===== config.mk =====
export PLATFORM = sky130hd
export DESIGN_NAME = ula_ctrl
export DESIGN_NICKNAME = d
export VERILOG_FILES = /design/src/rtl/ula_ctrl.sv
export SDC_FILE = /design/constraint.sdc
export NUM_CORES = 1
export LEC_CHECK = 0
export ABC_AREA = 1
export CAP_MARGIN = 20
export CORE_MARGIN = 3
export CORE_UTILIZATION = 40
export DETAILED_ROUTE_END_ITERATION = 8
export GPL_TIMING_DRIVEN = 0
export PLACE_DENSITY = 0.87
export SLEW_MARGIN = 40
export SYNTH_ARGS = -nofsm -noshare
export SYNTH_HDL_FRONTEND = slang
export SYNTH_SLANG_ARGS = --single-unit

===== constraint.sdc =====
create_clock -name clock -period 1.55 [get_ports clock]
set_input_delay 0.155 -clock clock [delete_from_list [all_inputs] [get_ports clock]]
set_output_delay 0.155 -clock clock [all_outputs]
set_load 0.01 [all_outputs]

===== src/rtl/ula_ctrl.sv =====
// ula_ctrl: issue/capture stage around the combinational ULA (valid/ready in, valid/ready out).
// Define ULA_CTRL_BCD_EN to add out_bcd and a double-dabble CONV state between EXEC and DONE.
module ula_ctrl #(
  parameter int unsigned DATA_W = 4,
  parameter int unsigned OPC_W  = 4,
  parameter int unsigned RES_W  = 8,
  parameter int unsigned CNT_W  = 8
) (
  input  logic              clock,
  input  logic              reset,
  input  logic              in_valid,
  output logic              in_ready,
  input  logic [OPC_W-1:0]  in_opcode,
  input  logic [DATA_W-1:0] in_op1,
  input  logic [DATA_W-1:0] in_op2,
  output logic [OPC_W-1:0]  ula_opcode,
  output logic [DATA_W-1:0] ula_operando1,
  output logic [DATA_W-1:0] ula_operando2,
  input  logic [RES_W-1:0]  ula_result,
  output logic              out_valid,
  input  logic              out_ready,
  output logic [RES_W-1:0]  out_result,
  output logic              out_div_zero,
  output logic              out_illegal,
  output logic [CNT_W-1:0]  op_count,
`ifdef ULA_CTRL_BCD_EN
  output logic [11:0]       out_bcd,
`endif
  output logic              busy
);

  // Opcode encodings, matching the ULA_* macros of constants.vh
  localparam logic [OPC_W-1:0] ULA_ADD  = OPC_W'(0);
  localparam logic [OPC_W-1:0] ULA_SUB  = OPC_W'(1);
  localparam logic [OPC_W-1:0] ULA_MULT = OPC_W'(2);
  localparam logic [OPC_W-1:0] ULA_DIV  = OPC_W'(3);
  localparam logic [OPC_W-1:0] ULA_AND  = OPC_W'(4);
  localparam logic [OPC_W-1:0] ULA_OR   = OPC_W'(5);
  localparam logic [OPC_W-1:0] ULA_XOR  = OPC_W'(6);
  localparam logic [OPC_W-1:0] ULA_NOT  = OPC_W'(7);

`ifdef ULA_CTRL_BCD_EN
  localparam int unsigned BCD_W = 12;
  localparam int unsigned SH_W  = BCD_W + RES_W;
  localparam int unsigned BIT_W = $clog2(RES_W);

  typedef enum logic [1:0] {
    IDLE = 2'd0,
    EXEC = 2'd1,
    DONE = 2'd2,
    CONV = 2'd3
  } state_t;
`else
  typedef enum logic [1:0] {
    IDLE = 2'd0,
    EXEC = 2'd1,
    DONE = 2'd2
  } state_t;
`endif

  state_t              state_q, state_d;
  logic [OPC_W-1:0]    opc_d;
  logic [DATA_W-1:0]   op1_d, op2_d;
  logic [RES_W-1:0]    res_d, exec_res;
  logic                dz_d, il_d, exec_dz, exec_il;
  logic [CNT_W-1:0]    cnt_d;

`ifdef ULA_CTRL_BCD_EN
  logic [SH_W-1:0]     sh_q, sh_d, sh_step;
  logic [BIT_W-1:0]    bitc_q, bitc_d;
  logic [BCD_W-1:0]    bcd_d;

  // One double-dabble iteration: add 3 to any digit >= 5, then shift left
  function automatic logic [SH_W-1:0] dd_step(input logic [SH_W-1:0] s);
    logic [SH_W-1:0] t;
    t = s;
    for (int d = 0; d < 3; d++) begin
      if (t[RES_W + 4*d +: 4] >= 4'd5)
        t[RES_W + 4*d +: 4] = t[RES_W + 4*d +: 4] + 4'd3;
    end
    return {t[SH_W-2:0], 1'b0};
  endfunction
`endif

  function automatic logic opc_legal(input logic [OPC_W-1:0] op);
    case (op)
      ULA_ADD, ULA_SUB, ULA_MULT, ULA_DIV,
      ULA_AND, ULA_OR, ULA_XOR, ULA_NOT: return 1'b1;
      default:                           return 1'b0;
    endcase
  endfunction

  // Next-state and next-register values
  always_comb begin
    state_d  = state_q;
    opc_d    = ula_opcode;
    op1_d    = ula_operando1;
    op2_d    = ula_operando2;
    res_d    = out_result;
    dz_d     = out_div_zero;
    il_d     = out_illegal;
    cnt_d    = op_count;
    exec_res = ula_result;
    exec_dz  = 1'b0;
    exec_il  = 1'b0;
`ifdef ULA_CTRL_BCD_EN
    sh_d     = sh_q;
    bitc_d   = bitc_q;
    bcd_d    = out_bcd;
    sh_step  = dd_step(sh_q);
`endif

    // Special cases override whatever the ULA produced
    if (!opc_legal(ula_opcode)) begin
      exec_res = '0;
      exec_il  = 1'b1;
    end else if (ula_opcode == ULA_DIV && ula_operando2 == '0) begin
      exec_res = '1;
      exec_dz  = 1'b1;
    end

    case (state_q)
      IDLE: begin
        if (in_valid && in_ready) begin
          opc_d   = in_opcode;
          op1_d   = in_op1;
          op2_d   = in_op2;
          state_d = EXEC;
        end
      end
      EXEC: begin
        res_d = exec_res;
        dz_d  = exec_dz;
        il_d  = exec_il;
`ifdef ULA_CTRL_BCD_EN
        sh_d    = {BCD_W'(0), exec_res};
        bitc_d  = '0;
        state_d = CONV;
`else
        state_d = DONE;
`endif
      end
`ifdef ULA_CTRL_BCD_EN
      CONV: begin
        sh_d   = sh_step;
        bitc_d = bitc_q + BIT_W'(1);
        if (bitc_q == BIT_W'(RES_W - 1)) begin
          bcd_d   = sh_step[SH_W-1 -: BCD_W];
          state_d = DONE;
        end
      end
`endif
      DONE: begin
        if (out_valid && out_ready) begin
          cnt_d   = op_count + CNT_W'(1);
          dz_d    = 1'b0;
          il_d    = 1'b0;
          state_d = IDLE;
        end
      end
      default: state_d = IDLE;
    endcase
  end

  // State and output registers; handshake outputs follow the next state
  always_ff @(posedge clock) begin
    if (reset) begin
      state_q       <= IDLE;
      in_ready      <= 1'b0;
      busy          <= 1'b0;
      out_valid     <= 1'b0;
      ula_opcode    <= '0;
      ula_operando1 <= '0;
      ula_operando2 <= '0;
      out_result    <= '0;
      out_div_zero  <= 1'b0;
      out_illegal   <= 1'b0;
      op_count      <= '0;
`ifdef ULA_CTRL_BCD_EN
      sh_q          <= '0;
      bitc_q        <= '0;
      out_bcd       <= '0;
`endif
    end else begin
      state_q       <= state_d;
      in_ready      <= (state_d == IDLE);
      busy          <= (state_d != IDLE);
      out_valid     <= (state_d == DONE);
      ula_opcode    <= opc_d;
      ula_operando1 <= op1_d;
      ula_operando2 <= op2_d;
      out_result    <= res_d;
      out_div_zero  <= dz_d;
      out_illegal   <= il_d;
      op_count      <= cnt_d;
`ifdef ULA_CTRL_BCD_EN
      sh_q          <= sh_d;
      bitc_q        <= bitc_d;
      out_bcd       <= bcd_d;
`endif
    end
  end

endmodule


==> results.toml <==
[detailed_routing]
wl_um = 3370
postRouteAntennaNets = 0
drt_first_pass_iters = 4
drc_errors = 0
vias = 1403
wl_per_cell_um = 11.2
via_per_inst = 4.66
drtIter0Drc = 76

[die]
core_area_um2 = 3200
fp.dieW_um = 65.2
fp.dieH_um = 65.2
die_area_um2 = 4250
rows = 20
io-pin-count = 57
start_util_pct = 43.8

[synthesis]
synth-compound-area-share_pct = 12.3
synth_area_leaders = "dfxtp_1 50%, nand2_1 13%, nor2_1 7.5%"
synth_most_common_cell = "nand2_1"
async_flop_share_pct = 0
synth_cell_types = 20
netlist.area_leader.share_pct = 50.0
synth_cells = 193
synth_simple_gate_area_share_pct = 27.6
synth.avg_cell_area_um2 = 7.27
yosysTopAreaCell = "dfxtp_1"
seq_area_frac_synth_pct = 50.0
synth-edff-count = 0
synth_commonest_cells = "48 x nand2_1, 35 x dfxtp_1, 28 x nor2_1"
synth_xor_area_share_pct = 0
synth.area.mux_share_pct = 0
syn-cell-area_um2 = 1400
synth_top_family_by_area = "simple AND/OR/NAND/NOR gates"
synth_fa_ha_area_share_pct = 0.892
synth_ff_type = "dfxtp_1"
yosysWarnings = 0
ys_seq_elements = 35
synthesis.nets = 218

[timing]
hold_viol = 0
final.setup.tns_ns = 0
worst_slew_pin_slew_ns = 0.444
rsz0062_at_grt = "no"
fin_hold_ws_ns = 0.363
setup_ws_ns = 0.0437
maxSlewViolCount = 0
min_period_ns = 1.51
period_share_pct = 97.2
skew_ns = 0.00907
maxSlewHeadroom_pct = 70.4
max_clock_freq_ghz = 0.664
setup_viol = 0

[run]
cap_violations = 0

[setup_path]
worstSetupPathType = "flip-flop to primary output"
cp.required_ns = 1.39
setup.worst_path.end_class = "primary output"
cp-start-kind = "flip-flop"
critPathArrivalTime_ns = 1.35
cp_max_fo = 3

[finish]
layout.cells.non_filler = 301
drive_gt1_share_pct = 8.95
fillerInstances = 297
fin_nets = 281
finish.utilization_pct = 65.7
diodes = 0
areaGrowthSynthToFinish_pct = 50.1

[global_route]
grt_pass1_vias = 1313
grt_use_total_pct = 17.3
grt_max_degree = 12
antenna_found_initial = 0
grt-ovfl-total = 0
grt_first_pass_wirelength_um = 5700

[placed_design]
gp_congestion = 0.812
dp_slack_ns = 0.154
dpl.cell_count = 293
io_buffers = 56
dpl.hpwl_um = 2560

[clock_network]
cts_buffers = 5
cts_max_path_buffers = 2
ctsHoldBuffers = 0
cts_resized = 1
cts_tree = "built"
cts_sinks = 35
clk_pin_slew_ns = 0.11
worstSkewPairLatency_ns = 0.34
htreeDepth = 2
cts_root_buf = "clkbuf_4"
cts_setup_buffers = 0

[power]
vdd_ir_drop_max_mv = 0.553
p_per_area_nw_per_um2 = 919
power_leakage_uw = 0.000853

[min_path]
hp-class = "input pin to flip-flop"

[run_status]
status = "completed"
## worst max-delay path: stages (launching register included)
cell and delay (ns):
dfxtp_2 0.38, buf_4 0.11, clkdlybuf4s50_1 0.52
## where the power goes
| group | switching, µW | total, µW | leakage, µW | internal [µW] |
|---|---|---|---|---|
| logic | 127 | 284 | 0.000520 | 157 |
| registers | 26.7 | 969 | 0.000285 | 942 |
| clock network | 302 | 683 | 0.0000482 | 381 |
| total | 456 | 1940 | 0.000853 | 1480 |
## path summary, 6_finish.rpt
kind	startpoint	endpoint	slack [ns]	depth (start not counted)
worst min register to register	out_result[7]$_SDFFE_PP0P_	out_result[7]$_SDFFE_PP0P_	0.47	2
worst max register to register	state_q[1]$_SDFF_PP0_	ula_operando2[3]$_SDFFE_PP0P_	0.39	7
worst min-delay path	in_op2[0]	ula_operando2[0]$_SDFFE_PP0P_	0.36	3
worst max-delay path	ula_opcode[3]$_SDFFE_PP0P_	ula_opcode[3]	0.04	2
## cell type report
class,count,area (µm²),area share (%)
Clock inverter,2,35.0,1.66
Multi-Input combinational cell,125,572,27.2
Tap cell,44,55.1,2.61
Inverter,29,109,5.17
Clock buffer,6,51.3,2.44
Sequential cell,35,702,33.3
Buffer,4,21.3,1.01
Timing Repair Buffer,56,561,26.6
## kinds of logic (layout without fill, tap and decap cells)
kind of cell    Yosys count  in the layout
flops                    35             35
simple gates             90             90
buf+inv                  33             97
compound gates           34             34
fa+ha+maj                 1              1
## through the flow
step / power, µW / instance area (µm²)
after global routing: 2020 / 2110
after floorplan: 1110 / 1400
final: 1940 / 2110
after detailed placement: 1270 / 2020
after global placement: 1270 / 2020
after CTS: 1950 / 2110
## sequential cells by signal, summed over array words and instances, names as in the netlist, 2 cells and up
signal and cells:
state_q 2, ula_opcode 4, out_result 8, ula_operando2 4, ula_operando1 4, op_count 8
## layer usage
layer  routed length, µm  track usage, %  vias to the layer above
met5                   0               0                        -
li1                    -               -                      726
met3                 283            6.67                       10
met4                  81            8.55                        0
met1                1470            19.3                      617
met2                1540            28.7                       50
## placed cells by master (no fill, tap or decap), drive strengths merged
cell	n
clkbuf	7
o21ai	19
nor3	4
bufinv	1
clkdlybuf4s50	56
nand2	51
nor2	30
nand4	4
clkinv	1
buf	3
ha	1
dfxtp	35
a21oi	14
o21bai	1
inv	29
nand3	1
Note: power is estimated with default switching activity, not from simulation.
